`src/rtl/dp_int_to_fp_seq.sv`:
```
`default_nettype none
// +----------------------------------------------------------------------------+
// | Module      : dp_int_to_fp_seq                                             |
// | Description : Multi-cycle integer to binary64 converter (FCVT.D.W/WU/L/LU) |
// |               with IEEE-754 rounding and inexact flag. Valid/ready on both |
// |               sides, one conversion in flight.                             |
// |               Build option DP_I2F_FAST_NORM_EN: single-cycle normalisation |
// |               via a 64-bit leading-zero count and barrel shift. Otherwise  |
// |               normalisation shifts one bit per cycle.                      |
// | Revision    : 1.0 - initial release                                        |
// +----------------------------------------------------------------------------+
module dp_int_to_fp_seq #(
  parameter int BIAS  = 1023,
  parameter int INT_W = 64
) (
  input  logic             clk,
  input  logic             rst,
  input  logic             in_valid,
  output logic             in_ready,
  input  logic [INT_W-1:0] int_in,
  input  logic [1:0]       cvt_type,
  input  logic [2:0]       rm,
  output logic             out_valid,
  input  logic             out_ready,
  output logic [63:0]      fp_out,
  output logic             flag_inexact
);

  // Exponent of a magnitude whose top bit is already set.
  localparam logic [10:0] c_exp_top = 11'(BIAS + INT_W - 1);

  typedef enum logic [1:0] {
    S_IDLE  = 2'd0,
    S_NORM  = 2'd1,
    S_ROUND = 2'd2,
    S_DONE  = 2'd3
  } state_t;

  state_t            r_state;
  logic              r_sign;
  logic [INT_W-1:0]  r_mag;
  logic [10:0]       r_exp;
  logic [2:0]        r_rm;
  logic              r_in_ready;
  logic              r_out_valid;
  logic [63:0]       r_fp_out;
  logic              r_inexact;

  logic [INT_W-1:0]  w_ext;
  logic              w_neg;
  logic [INT_W-1:0]  w_abs;
  logic [51:0]       w_frac;
  logic              w_guard;
  logic              w_sticky;
  logic              w_nx;
  logic              w_inc;
  logic [52:0]       w_frac_sum;
  logic [10:0]       w_exp_rnd;

  // Operand extension and absolute value; bit1 of cvt_type selects 64-bit, bit0 unsigned.
  always_comb begin
    w_ext = '0;
    if (cvt_type[1])
      w_ext = int_in;
    else if (cvt_type[0])
      w_ext = {32'b0, int_in[31:0]};
    else
      w_ext = {{32{int_in[31]}}, int_in[31:0]};
    w_neg = ~cvt_type[0] & w_ext[INT_W-1];
    // -2^63 negates to itself, which is the correct unsigned magnitude.
    w_abs = w_neg ? (~w_ext + 1'b1) : w_ext;
  end

  // Rounding of the normalised magnitude to a 52-bit fraction.
  always_comb begin
    w_frac   = r_mag[62:11];
    w_guard  = r_mag[10];
    w_sticky = |r_mag[9:0];
    w_nx     = w_guard | w_sticky;
    case (r_rm)
      3'b001:  w_inc = 1'b0;                        // RTZ
      3'b010:  w_inc = r_sign & w_nx;               // RDN
      3'b011:  w_inc = ~r_sign & w_nx;              // RUP
      3'b100:  w_inc = w_guard;                     // RMM
      default: w_inc = w_guard & (w_sticky | w_frac[0]); // RNE
    endcase
    w_frac_sum = {1'b0, w_frac} + {52'b0, w_inc};
    // A fraction carry-out means the mantissa became 2.0: exponent steps up, fraction wraps to 0.
    w_exp_rnd  = w_frac_sum[52] ? (r_exp + 11'd1) : r_exp;
  end

`ifdef DP_I2F_FAST_NORM_EN
  logic [5:0] w_lz;

  // Leading-zero count of the latched magnitude; highest set bit wins.
  always_comb begin
    w_lz = '0;
    for (int i = 0; i < INT_W; i++) begin
      if (r_mag[i])
        w_lz = 6'(INT_W - 1 - i);
    end
  end
`endif

  // Conversion sequencer with registered handshake and result outputs.
  always_ff @(posedge clk or posedge rst) begin
    if (rst) begin
      r_state     <= S_IDLE;
      r_sign      <= 1'b0;
      r_mag       <= '0;
      r_exp       <= '0;
      r_rm        <= '0;
      r_in_ready  <= 1'b1;
      r_out_valid <= 1'b0;
      r_fp_out    <= '0;
      r_inexact   <= 1'b0;
    end else begin
      case (r_state)
        S_IDLE: begin
          if (in_valid) begin
            r_sign     <= w_neg;
            r_mag      <= w_abs;
            r_exp      <= c_exp_top;
            r_rm       <= rm;
            r_in_ready <= 1'b0;
            if (w_abs == '0) begin
              // Zero converts to +0 exactly, regardless of type and rounding mode.
              r_fp_out    <= '0;
              r_inexact   <= 1'b0;
              r_out_valid <= 1'b1;
              r_state     <= S_DONE;
            end else begin
              r_state <= S_NORM;
            end
          end
        end
        S_NORM: begin
`ifdef DP_I2F_FAST_NORM_EN
          r_mag   <= r_mag << w_lz;
          r_exp   <= r_exp - {5'b0, w_lz};
          r_state <= S_ROUND;
`else
          if (r_mag[INT_W-1]) begin
            r_state <= S_ROUND;
          end else begin
            r_mag <= r_mag << 1;
            r_exp <= r_exp - 11'd1;
          end
`endif
        end
        S_ROUND: begin
          r_fp_out    <= {r_sign, w_exp_rnd, w_frac_sum[51:0]};
          r_inexact   <= w_nx;
          r_out_valid <= 1'b1;
          r_state     <= S_DONE;
        end
        S_DONE: begin
          if (out_ready) begin
            r_out_valid <= 1'b0;
            r_in_ready  <= 1'b1;
            r_state     <= S_IDLE;
          end
        end
        default: begin
          r_state    <= S_IDLE;
          r_in_ready <= 1'b1;
        end
      endcase
    end
  end

  assign in_ready     = r_in_ready;
  assign out_valid    = r_out_valid;
  assign fp_out       = r_fp_out;
  assign flag_inexact = r_inexact;

endmodule
`default_nettype wire

```
`config.mk`:
```
export PLATFORM = sky130hd
export DESIGN_NAME = dp_int_to_fp_seq
export DESIGN_NICKNAME = d
export VERILOG_FILES = /design/src/rtl/dp_int_to_fp_seq.sv
export SDC_FILE = /design/constraint.sdc
export NUM_CORES = 1
export LEC_CHECK = 0
export ABC_AREA = 1
export CORE_MARGIN = 5
export CORE_UTILIZATION = 62
export CTS_CLUSTER_SIZE = 40
export DETAILED_ROUTE_END_ITERATION = 10
export PLACE_DENSITY = 0.88
export SLEW_MARGIN = 20
export SYNTH_ARGS = -nofsm -noshare
export SYNTH_HDL_FRONTEND = slang
export SYNTH_SLANG_ARGS = --single-unit
```
`constraint.sdc`:
```
create_clock -name clk -period 13.5 [get_ports clk]
set_input_delay 4.05 -clock clk [delete_from_list [all_inputs] [get_ports clk]]
set_output_delay 4.05 -clock clk [all_outputs]
set_load 0.01 [all_outputs]
```
==> flow_summary_export.csv <==
group,metric,value,unit
clock_tree,clk_latency,420,ps
detailed_routing,initialDrtViolationCount,1086,
global_routing,grt_pass1_wl,52100,microns
worst_hold_path,min_from,"out_valid",
final_layout,final_common_cell,"nand2_1",
logic_synthesis,synth_edf_count,0,
timing,period_minus_slack,8590,ps
clock_tree,cts_resized,0,
clock_tree,cts_setup_buffers,0,
timing,min_period_over_period,63.6,%
clock_tree,cts_max_level,4,
die,fp-row-count,49,
die,die_h,144,microns
detailed_routing,wl_per_cell,15.3,microns
final_layout,final_nets,1952,
timing,fin_skew,14.4,ps
timing,max_slew_margin,32.5,%
placement,place.gp.congestion,0.939,
global_routing,grt_antenna_before_repair,0,
global_routing,grt_remaining_overflow,0,
logic_synthesis,ys_seq_area_share,33.1,%
detailed_routing,drtPass1Iterations,8,
logic_synthesis,syn-instance-count,1779,
timing,worst_slew_pin_slew,1010,ps
setup_path,endpoint_kind,"flop",
final_layout,fill_cells,1528,
detailed_routing,vias,12000,
setup_path,required,13860,ps
clock_tree,clock_sinks,148,
setup_path,rr_startpoint,"r_mag[7]",
power_and_ir_drop,powerDensity,186,nW/um^2
logic_synthesis,syn-num-nets,1862,
placement,dp_hpwl,24700,microns
logic_synthesis,yosysWarnings,0,
global_routing,grt_max_degree,113,
timing,hold_viol,0,
setup_path,critPathLaunchType,"input pin",
detailed_routing,routed_wl,32200,microns
placement,numPortBuffers,139,
logic_synthesis,ys_ff_latch,148,
global_routing,grt_pass1_vias,10600,
detailed_routing,vias_per_cell,5.67,
logic_synthesis,synth_area_leaders,"dfrtp_1, nand2_1, nand3_1",
die,coreArea,17900,sq um
run_status,status,"finished, final reports clean",
logic_synthesis,syn_area_per_cell,6.30,sq um
logic_synthesis,synth_largest_area_cell,"dfrtp_1",
final_layout,finish.utilization,73.3,%
timing,fmax,116,MHz
logic_synthesis,synth_area,11200,sq um
run,cap_viol_max_count,0,
final_layout,syn_to_final_growth,17.2,%
clock_tree,cts-buffers-inserted,17,
setup_path,arrival,8950,ps
power_and_ir_drop,ir_worst_vdd,0.195,mV
timing,rsz0062_at_grt,"false",
clock_tree,clock-root-buffer,"clkbuf_16",
timing,final.setup.tns,0,ps
clock_tree,cts_tree,"built",
timing,setup_violations,0,
timing,slew_violations,0,
logic_synthesis,netlist.area_leader.share,32.8,%
power_and_ir_drop,leakagePower,6.60,nW
setup_path,critPathLaunch,"cvt_type[1]",
placement,placedCellCount,2079,
setup_path,worstPathMaxFanout,81,
final_layout,antenna_cells,0,
detailed_routing,drc,0,
worst_hold_path,hp-class,"reg -> reg",
setup_path,critical_path_class,"in -> reg",
clock_tree,clockBufferDepth,2,
die,io_pins,140,
clock_tree,clk_pin_slew,70,ps
die,fp.dieW,144,microns
logic_synthesis,synth-async-reset-ratio,100,%
setup_path,r2r_setup_slack,9600,ps
final_layout,final_cell_mix,"nand2_1, nor2_1, nand3_1",
die,die_area,20900,sq um
die,start_util,62.6,%
logic_synthesis,ys.flop_type,"dfrtp_1",
final_layout,drive_gt1_share,3.67,%
detailed_routing,ant_nets,0,
final_layout,fin_cells,2109,
clock_tree,hold_buffers,0,
global_routing,grt_util_all_layers,30.9,%
logic_synthesis,ys_types,45,
[critical path, stage by stage]
cell and delay (ps):
clkdlybuf4s50_1 1110, nand2_1 220, a21oi_4 190, buf_4 640
inv_2 280, nor2_1 210, xor2_1 270, nand2_1 170
nor2_1 130, nand2_1 50, nor2_1 80, nand2_1 60
nor2_1 160, nand3_2 90, buf_4 330, nand2_4 570
nand2_1 150, nand2_1 90
[cells by family (layout without fill, tap and decap cells)]
group | after synthesis | after routing | synth area share, %
fa+ha+maj | 10 | 10 | 1.12
buf+inv | 247 | 348 | 9.36
compound gates | 229 | 229 | 11.9
flops | 148 | 148 | 33.1
simple gates | 1113 | 1113 | 42.1
xor+xnor | 32 | 32 | 2.50
[metrics by stage]
step | setup WS, ps | hold slack [ps] | power (mW) | area [sq um]
floorplan | 5470 | 475 | 1.58 | 11200
finish | 4910 | 500 | 2.44 | 13100
global route | 4360 | 520 | 2.63 | 13100
CTS | 4570 | 497 | 2.42 | 13100
global placement | 4360 | 464 | 1.92 | 12600
detailed placement | 4150 | 484 | 1.96 | 12600
[cells in the mapped netlist (3+ instances only)]
cell and count:
nand2_1 600, nor2_1 221, nand3_1 181, inv_1 166, dfrtp_1 147, a21oi_1 96
o21ai_0 61, a22oi_1 45, clkbuf_1 42, nor3_1 27, nand4_1 26, xor2_1 22
nand3b_1 18, buf_2 16, buf_6 11, ha_1 10, xnor2_1 10, nor4_1 9
nor2_2 6, buf_4 5, or2_2 5, a211oi_1 4, nor2_4 4, o31ai_1 4
a31oi_1 3, and2_1 3, buf_1 3, o211ai_1 3, o21ai_1 3, o221ai_1 3
[cell type report]
cell class | count | area [sq um] | area share, %
repair buffers | 148 | 1460 | 11.1
clock inverters | 10 | 110 | 0.839
multi-input cells | 1384 | 6480 | 49.3
flip-flops and latches | 148 | 3700 | 28.2
clock buffers | 20 | 447 | 3.40
well taps | 229 | 287 | 2.18
inverters | 170 | 643 | 4.90
[metal layers]
metal	track usage (%)	vias to the layer above	wire, microns
met5	0	-	0
met1	46.8	5404	15000
met2	46.1	554	13800
met3	4.10	42	2710
met4	9.38	0	691
li1	-	5951	-
[sequential cells by signal (all words and copies together), names as in the netlist, 2 cells and up]
register and flops:
fp_out 64, r_state 2, r_exp 11, r_mag 64, r_rm 3
[where the power goes]
part	internal [mW]	total, mW	switching, mW
registers	0.622	0.800	0.179
clock network	0.273	0.455	0.181
logic	0.440	1.18	0.744
[worst paths after layout]
kind / end / cells after the start
setup / recovery: fp_out[7] / 18
hold / removal: out_valid / 2
setup reg to reg: fp_out[61] / 24
hold reg to reg: out_valid / 2
max in group asynchronous: r_mag[30] / 3
min in group asynchronous: fp_out[63] / 2
(Power assumes the default switching activity.)
